<file path="src/rtl/mem_stage_lsu.sv">
// MEM-stage load/store unit: byte-lane store/load handling over a
// req/gnt/rvalid data-memory port, stalling upstream while busy.
module mem_stage_lsu #(
    parameter int addrWidth = 15
) (
    input  logic                 clk,
    input  logic                 rst,
    input  logic                 valid_in,
    input  logic [31:0]          inst_in,
    input  logic [31:0]          alu_out_in,
    input  logic [31:0]          rs2_rdata_in,
    output logic                 stall,
    output logic                 fault,
    output logic                 load_valid,
    output logic [31:0]          load_data,
    output logic                 dm_req,
    output logic                 dm_we,
    output logic [addrWidth-1:0] dm_addr,
    output logic [3:0]           dm_wstrb,
    output logic [31:0]          dm_wdata,
    input  logic                 dm_gnt,
    input  logic                 dm_rvalid,
    input  logic [31:0]          dm_rdata
);

    localparam logic [6:0] OP_LOAD  = 7'b0000011;
    localparam logic [6:0] OP_STORE = 7'b0100011;

    typedef enum logic [1:0] {IDLE, REQ, WAIT, DONE} state_t;

    state_t      state_q, state_d;
    logic [6:0]  opcode;
    logic [2:0]  f3, f3_q;
    logic [1:0]  off, off_q;
    logic        is_ld, is_st, mem_op, legal, misal, start;
    logic [3:0]  st_wstrb;
    logic [31:0] st_wdata, sh, ext;
    logic        unused;

    assign unused = ^{inst_in[31:15], inst_in[11:7], alu_out_in[31:addrWidth]};

    assign opcode = inst_in[6:0];
    assign f3     = inst_in[14:12];
    assign off    = alu_out_in[1:0];
    assign is_ld  = (opcode == OP_LOAD);
    assign is_st  = (opcode == OP_STORE);
    assign mem_op = valid_in & (is_ld | is_st);
    assign legal  = is_ld ? (f3 != 3'd3 && f3 != 3'd6 && f3 != 3'd7)
                          : (!f3[2] && f3[1:0] != 2'b11);
    assign misal  = ((f3[1:0] == 2'b01) & off[0]) |
                    ((f3[1:0] == 2'b10) & (|off));
    assign fault  = mem_op & (~legal | misal);
    assign start  = mem_op & legal & ~misal;

    always_comb begin
        st_wstrb = 4'b1111;
        st_wdata = rs2_rdata_in;
        unique case (1'b1)
            (f3[1:0] == 2'b00): begin
                st_wstrb = 4'b0001 << off;
                st_wdata = {4{rs2_rdata_in[7:0]}};
            end
            (f3[1:0] == 2'b01): begin
                st_wstrb = off[1] ? 4'b1100 : 4'b0011;
                st_wdata = {2{rs2_rdata_in[15:0]}};
            end
            default: ;
        endcase
        if (is_ld)
            st_wstrb = 4'b0000;
    end

    // Lane selection uses the offset captured at issue, not the live address.
    always_comb begin
        sh  = dm_rdata >> {off_q, 3'b000};
        ext = dm_rdata;
        unique case (f3_q)
            3'b000:  ext = {{24{sh[7]}}, sh[7:0]};
            3'b001:  ext = {{16{sh[15]}}, sh[15:0]};
            3'b100:  ext = {24'd0, sh[7:0]};
            3'b101:  ext = {16'd0, sh[15:0]};
            default: ext = dm_rdata;
        endcase
    end

    always_comb begin
        state_d    = state_q;
        stall      = 1'b0;
        dm_req     = 1'b0;
        load_valid = 1'b0;
        unique case (state_q)
            IDLE: begin
                stall = start;
                if (start)
                    state_d = REQ;
            end
            REQ: begin
                stall  = 1'b1;
                dm_req = 1'b1;
                if (dm_gnt)
                    state_d = dm_we ? DONE : WAIT;
            end
            WAIT: begin
                stall = 1'b1;
                if (dm_rvalid)
                    state_d = DONE;
            end
            DONE: begin
                load_valid = ~dm_we;
                state_d    = IDLE;
            end
            default: state_d = IDLE;
        endcase
    end

    always_ff @(posedge clk or negedge rst) begin
        if (!rst) begin
            state_q   <= IDLE;
            dm_we     <= 1'b0;
            dm_addr   <= '0;
            dm_wstrb  <= 4'b0000;
            dm_wdata  <= 32'd0;
            f3_q      <= 3'd0;
            off_q     <= 2'd0;
            load_data <= 32'd0;
        end else begin
            state_q <= state_d;
            if (state_q == IDLE && start) begin
                dm_we    <= is_st;
                dm_addr  <= {alu_out_in[addrWidth-1:2], 2'b00};
                dm_wstrb <= st_wstrb;
                dm_wdata <= st_wdata;
                f3_q     <= f3;
                off_q    <= off;
            end
            if (state_q == WAIT && dm_rvalid)
                load_data <= ext;
        end
    end

endmodule

</file>
<file path="config.mk">
export PLATFORM = sky130hd
export DESIGN_NAME = mem_stage_lsu
export DESIGN_NICKNAME = d
export VERILOG_FILES = /design/src/rtl/mem_stage_lsu.sv
export SDC_FILE = /design/constraint.sdc
export NUM_CORES = 1
export LEC_CHECK = 0
export ABC_AREA = 1
export CORE_ASPECT_RATIO = 1.75
export CORE_MARGIN = 2
export CORE_UTILIZATION = 42
export DETAILED_ROUTE_END_ITERATION = 8
export PLACE_DENSITY_LB_ADDON = 0.15
export SLEW_MARGIN = 20
export SYNTH_ARGS = -nofsm -noshare
export SYNTH_HDL_FRONTEND = slang
export SYNTH_SLANG_ARGS = --single-unit
</file>
<file path="constraint.sdc">
create_clock -name clk -period 2.4 [get_ports clk]
set_input_delay 0.48 -clock clk [delete_from_list [all_inputs] [get_ports clk]]
set_output_delay 0.48 -clock clk [all_outputs]
set_load 0.05 [all_outputs]
</file>
# Yosys cells after proc, flatten, opt, wreduce, memory -nomap -nowiden
# Index checks and enable logic that the tools add are counted.
# Widths: inputs -> output; s select.
# totals
reg_bits	89
latchBits	0
ramBits	0
mem_bits_ro	0
input_bits	133
out_inout_bits	88
elab_cells	65
mem_count	0
# classes
n_addsub	0
multipliers	0
n_div	0
n_lt_le_gt_ge	0
eq_ne	17
n_shift	2
mux	14
n_bitwise	12
n_reduce_logical	12
# op_table
cell	count
$pmux 32 s4	1
$pmux 32 s2	1
$shr 32x5->16	1
$mux 4	2
$ne 2x2->1 const B	4
$pmux 2 s4	1
$pmux 4 s2	1
$eq 7x2->1 const B	1
$eq 7x6->1 const B	1
$and 1x1->1	6
$eq 2x2->1 const B	3
$eq 3x3->1 const B	2
$mux 2	3
$ne 3x3->1 const B	2
$logic_and 1x1->1	5
$eq 2x1->1 const B	2
$logic_not 2->1	2
$mux 1	4
$reduce_or 2->1	2
$shl 1x2->4 const A	1
$eq 3x1->1 const B	1
$logic_not 3->1	1
$ne 3x2->1 const B	1
$not 1->1	3
4 further kinds	6

# Logic depth before layout (Yosys ltp)
# Gate-level depths: netlist of run 1.
# logic_depth
ltp_word	8
depth_mapped	11
ltp_nobuf	10

# Worst setup path before layout of run 1
# OpenSTA, ideal clock, no wires.
# synth_path
path_kind	input -> output
start	input inst_in[4]
end	output fault
arrival_time_ns	1.979
path_slack_ns	-0.059
stages	4
path_cell_list	nor2_1 -> nand2_1 -> nor3_2 -> a21boi_0
# synth_via
elab_chain_cells	5
word_cells_on_any_way	8
classes_between	2 x eq/ne; 1 x mux; 5 x bitwise
# synth_lines
element	line	rtl
start, declared	9	input logic [31:0] inst_in,
$eq 7x2->1	45	assign is_ld = (opcode == OP_LOAD);
$mux 1	48	assign legal = is_ld ? (f3 != 3'd3 && f3 != 3'd6 && f3 != 3'd7)
$not 1->1	52	assign fault = mem_op & (~legal | misal);
$or 1x1->1	52	
$and 1x1->1 (*)	52	
end, declared	13	output logic fault,
# Every way passes the cells marked *; elsewhere a longest branch is shown, timed or not.

# Worst setup path in the final report of run 1
# layout_path
start	input inst_in[5]
end	output stall
# layout_via
elab_chain_cells	6
word_cells_on_any_way	8
classes_between	2 x eq/ne; 2 x mux; 4 x bitwise
# layout_lines
element	line	rtl
$eq 7x2->1 / $eq 7x6->1 (equally long branches)	45, 46	
$or 1x1->1	47	assign mem_op = valid_in & (is_ld | is_st);
$and 1x1->1	47	
$and 1x1->1 (*) (2 in series)	53	assign start = mem_op & legal & ~misal;
$pmux 1 s2 (*)	91	unique case (state_q)
end, declared	12	output logic stall,
# Marks and branches as above.

==> impl_metrics.tcl, run 1 <==
set metrics [dict create \
    cts_hold_buf 0 \
    antenna_cells 0 \
    fin_crit_ps 2390 \
    yosysSeqAreaShare 0.472 \
    start_util 0.427 \
    ys_types 27 \
    viasPerCell 4.93 \
    drive_gt1_frac 0.0598 \
    p_leak_nw 3.50 \
    crit_chain "clkdlybuf4s50_1 -> inv_1 -> nand2_1 -> nor2_2 -> nand3_1 -> nand2_2 -> nand4_1 -> a21oi_2 -> buf_12" \
    antenna_found_initial 0 \
    vdd_ir_drop_max_v 0.000699 \
    hold_viol 0 \
    design_area_um2 6940 \
    vias 4697 \
    powerDensity_nw_per_um2 911 \
    tightest_slew_ps 560 \
    firstDrtPassIters 5 \
    cp.required_ps 1920 \
    grt_pass1_wl_um 22200 \
    first_global_vias 4650 \
    slew_viol_final 0 \
    worstPathArrival_ps 1910 \
    synth_edf_count 0 \
    maxCapViolCount 0 \
    place_congestion 0.885 \
    setup_tns_ps 0 \
    holdWs_ps 128 \
    drtIter0Drc 229 \
    dp_slack_ps 43.6 \
    switchingPower_mw 2.72 \
    syn-instance-count 644 \
    finalPower_mw 6.32 \
    grt_overflow_total 0 \
    rsz0062_at_grt "true" \
    slowest_delay_ps 430 \
    final_common_cell "clkdlybuf4s50_1" \
    most-common-layout-cells "clkdlybuf4s50_1, nand2_1, inv_1" \
    die_w_um 84.1 \
    synthFlopType "dfrtp_1" \
    power_frac_seq 0.319 \
    ant_nets 0 \
    syn-cell-area_um2 4720 \
    p_sw_frac 0.430 \
    critical_path_class "primary input to output port" \
    ys_seq_elements 89 \
    power_frac_comb 0.470 \
    fin_skew_ps 6.09 \
    status "completed" \
    hold_class "primary input to asynchronous set/reset pin" \
    die_h_um 144 \
    p_int_mw 3.60 \
    post_cts_buffers 0 \
    timing.fmax_mhz 419 \
    nets 954 \
    cts_sinks 89 \
    htreeDepth 3 \
    endpoint_kind "output port" \
    wl_um 14100 \
    setup_viol 0 \
    placed_cell_area_um2 6650 \
    clkPwrFrac 0.211 \
    syn_to_final_growth_pct 47.2 \
    setup_slack_ps 12.7 \
    port_buffers 179 \
    post-route-period-util 0.995 \
    max_slew_margin 0.626 \
    async_reset_ff_frac 1.00 \
    path_clk_slew_ps 70 \
    avgSynthCellArea_um2 7.32 \
    pin_count 221 \
    dieArea_um2 12100 \
    cts_buffers 9 \
    post_cts_resize_count 0 \
    yosys_warnings 0 \
    clk-insertion-delay-late_ps 330 \
    cts_root_buf "clkbuf_16" \
    rows 51 \
    wire_per_inst_um 14.8 \
    drc_errors 0 \
    critPathMaxFanout 3 \
    core-area_um2 11000 \
    critical_path.slowest_cell "clkdlybuf4s50_1" \
    grt_max_degree 72 \
    dp_hpwl_um 10800 \
    cts_tree "built" \
    grt_util_all_layers 0.231 \
    clk_path_buf_depth 2 \
    startpoint_type "primary input" \
]
stage by stage:
stage | instances | util
floorplan | 645 | -
global placement | 936 | 0.602
detailed placement | 936 | 0.602
CTS | 952 | 0.627
global route | 952 | 0.629
finish | 952 | 0.629
cell families after synthesis:
logic type	after synthesis	synth area share
buffers and inverters	148	0.130
other	1	0.000795
AND/OR/NAND/NOR	240	0.198
adder cells (fa/ha/maj)	6	0.0159
AO/OA/AOI/OAI	160	0.183
flip-flops	89	0.472
cells in the mapped netlist (2+ instances only):
| cell | count | area (um^2) |
|---|---|---|
| o211ai_1 | 9 | 67.6 |
| inv_1 | 113 | 424 |
| nor2_2 | 3 | 18.8 |
| o22ai_1 | 17 | 106 |
| nand2_1 | 161 | 604 |
| dfrtp_1 | 89 | 2230 |
| o21ai_1 | 14 | 70.1 |
| inv_2 | 3 | 11.3 |
| buf_4 | 5 | 37.5 |
| nand2_2 | 2 | 12.5 |
| a21oi_1 | 27 | 135 |
| nor2_1 | 63 | 236 |
| buf_6 | 3 | 33.8 |
| nand3_1 | 8 | 40.0 |
| clkbuf_1 | 10 | 37.5 |
| ha_1 | 6 | 75.1 |
| buf_2 | 11 | 55.1 |
| o21ai_0 | 90 | 450 |
| clkbuf_2 | 2 | 10.0 |
routing by layer:
metal  part of all wire  up-vias  track usage  wire [um]
met3              0.061       38       0.0485        857
met1               0.36     2125        0.245       5040
met4              0.055        0        0.142        770
met5                  0        -            0          0
met2               0.53      196        0.416       7450
li1                   -     2338            -          -
flip-flops by register name, indices dropped and copies added, names as in the netlist:
name       flops
off_q          2
load_data     32
dm_wstrb       4
dm_we          1
dm_addr       13
state_q        2
dm_wdata      32
f3_q           3
final timing paths:
kind                                  start       endpoint  slack [ps]  cells past startpoint
worst max-delay path             inst_in[5]          stall          10                      9
worst min-delay path                    rst   dm_wdata[28]         130                      1
worst max register to register     off_q[0]  load_data[24]         410                      7
worst min register to register  dm_addr[13]    dm_addr[13]         480                      2
max in group asynchronous               rst   dm_wdata[18]        1640                      2
min in group clk                dm_addr[13]    dm_addr[13]         480                      2
worst max-delay path: cells and delay by family:
kind / cells / cell delay [ps]
AO/OA/AOI/OAI: 1 / 240
buffers and inverters: 3 / 660
AND/OR/NAND/NOR: 5 / 530
power by group through the flow:
stage	Combinational [mW]	Sequential, mW	Clock [mW]
global route	3.16	2.07	1.44
floorplan	0.841	3.05	0
finish	2.97	2.02	1.33
CTS	2.99	2.03	1.36
global placement	2.94	2.04	0
detailed placement	2.98	2.06	0
cell type report:
cell class	instances	area, um^2
flip-flops and latches	89	2230
multi-input cells	408	1890
clock buffers	10	239
inverters	116	435
clock inverters	6	42.5
repair buffers	191	1940
fillers	998	4100
well taps	132	165
(Power assumes the default switching activity.)
==> run 2: changes to the inputs <==
- CORE_UTILIZATION: 42 -> 43
- CTS_BUF_LIST: default -> sky130_fd_sc_hd__clkbuf_8
- GPL_TIMING_DRIVEN: default -> 0
- clock period: 2.4 -> 2.61 ns (I/O delays scaled with it)
==> impl_metrics.tcl, run 2 (synthesized netlist as in run 1, its figures left out) <==
set metrics [dict create \
    status "completed" \
    vdd_ir_drop_max_v 0.000737 \
    dp_hpwl_um 12500 \
    vias 4912 \
    ant_nets 0 \
    grt_overflow_total 0 \
    maxCapViolCount 0 \
    grt_util_all_layers 0.266 \
    post-route-period-util 1.00 \
    viasPerCell 5.03 \
    r2r_end "load_data[15]" \
    p_leak_nw 3.52 \
    critPathMaxFanout 7 \
    slowest_delay_ps 480 \
    drive_gt1_frac 0.0780 \
    holdWs_ps 91.6 \
    r2r_slack_ps 370 \
    port_buffers 178 \
    tightest_slew_ps 558 \
    cp.required_ps 2090 \
    startpoint_type "primary input" \
    cp_common_cell "nand2_2" \
    dieArea_um2 11900 \
    hold_class "primary input to asynchronous set/reset pin" \
    wl_um 16000 \
    worstReg2RegStart "state_q[0]" \
    slew_viol_final 0 \
    dp.cells 954 \
    grt_pass1_wl_um 24400 \
    crit_chain "clkdlybuf4s50_1 -> nand2_2 -> nor2_4 -> nand3_1 -> nand2_2 -> nand4_1 -> clkbuf_8 -> a21oi_2 -> buf_4" \
    crit_buf_inv 3 \
    hold_viol 0 \
    cts_sinks 89 \
    htreeDepth 3 \
    stdcell_count 976 \
    ff2ff_path_depth 8 \
    rows 50 \
    drc_errors 0 \
    critPathTopFamily "buffers and inverters" \
    cts_buffers 9 \
    setup_tns_ps 0 \
    setup_viol 0 \
    pin_count 221 \
    first_global_vias 4970 \
    path_clk_slew_ps 100 \
    critical_path_class "primary input to output port" \
    die_w_um 83.2 \
    clk_path_buf_depth 2 \
    design_area_um2 6980 \
    cts_root_buf "clkbuf_8" \
    clk-insertion-delay-late_ps 360 \
    placed_cell_area_um2 6690 \
    powerDensity_nw_per_um2 798 \
    fin_crit_ps 2610 \
    final_common_cell "clkdlybuf4s50_1" \
    wire_per_inst_um 16.4 \
    die_h_um 143 \
    syn_to_final_growth_pct 47.9 \
    start_util 0.441 \
    critical_path.slowest_cell "clkdlybuf4s50_1" \
    endpoint_kind "output port" \
    max_slew_margin 0.627 \
    antenna_found_initial 0 \
    worstPathArrival_ps 2090 \
    drtIter0Drc 128 \
    antenna_cells 0 \
    grt_max_degree 58 \
    nets 980 \
    n_fill_cell 969 \
    firstDrtPassIters 4 \
    place_congestion 0.887 \
    finalPower_mw 5.57 \
    timing.fmax_mhz 383 \
    core-area_um2 10700 \
    most-common-layout-cells "clkdlybuf4s50_1, nand2_1, inv_1" \
    reg.largest.list "dm_wdata (32), load_data (32), dm_addr (13)" \
    fin_skew_ps 10.6 \
    cts_tree "built" \
]
run 2: changes by cell type in the layout (fill, tap and decap cells not counted), moves of 3 or more:
cell and change:
buf_2 +11, clkbuf_8 +10, clkbuf_1 +9, clkbuf_16 -9
buf_12 -5, buf_6 +3
run 2: final cells by class:
class	instances	area [um^2]	share of cell area
clock buffers	10	138	0.0197
flip-flops and latches	89	2230	0.319
clock inverters	6	66.3	0.00951
well taps	130	163	0.0233
plain buffers	32	188	0.0269
multi-input cells	408	1900	0.272
inverters	116	435	0.0624
repair buffers	185	1860	0.266
run 2: worst max-delay path by stage:
stage / cells past startpoint / endpoint / from / slack, ps
2_1_floorplan: 4 / fault / inst_in[4] / 70
3_3_place_gp: 1 / dm_wdata[21] / rst / -2230
3_5_place_dp: 9 / stall / inst_in[1] / -860
4_1_cts: 10 / stall / inst_in[5] / 3
5_1_grt: 9 / stall / inst_in[1] / -50
6_report: 9 / stall / inst_in[1] / 0.04
run 2: routing by layer:
metal / GRT usage / wire [um] / vias to the layer above
met5: 0 / 0 / -
li1: - / - / 2395
met2: 0.504 / 8630 / 196
met4: 0.160 / 865 / 0
met3: 0.0621 / 985 / 51
met1: 0.257 / 5500 / 2270
run 2: power breakdown:
part	leakage (nW)	switching (mW)	internal, mW
Sequential	1.08	0.178	1.67
Clock	0.100	0.527	0.471
Combinational	2.34	1.79	0.932
run 2: stage by stage:
stage,util,setup slack (ps)
after floorplan,-,66.5
after global placement,0.623,-2230
after CTS,0.647,3.30
after global routing,0.652,-45.2
final,0.652,0.0400
after detailed placement,0.625,-861
run 2: what timing repair did:
action	in CTS	in global routing
hold endpoints to repair	0	0
buffers inserted	2	4
hold buffers	0	0
resized for setup	13	11
setup endpoints to repair	2	2
pin swaps	1	7
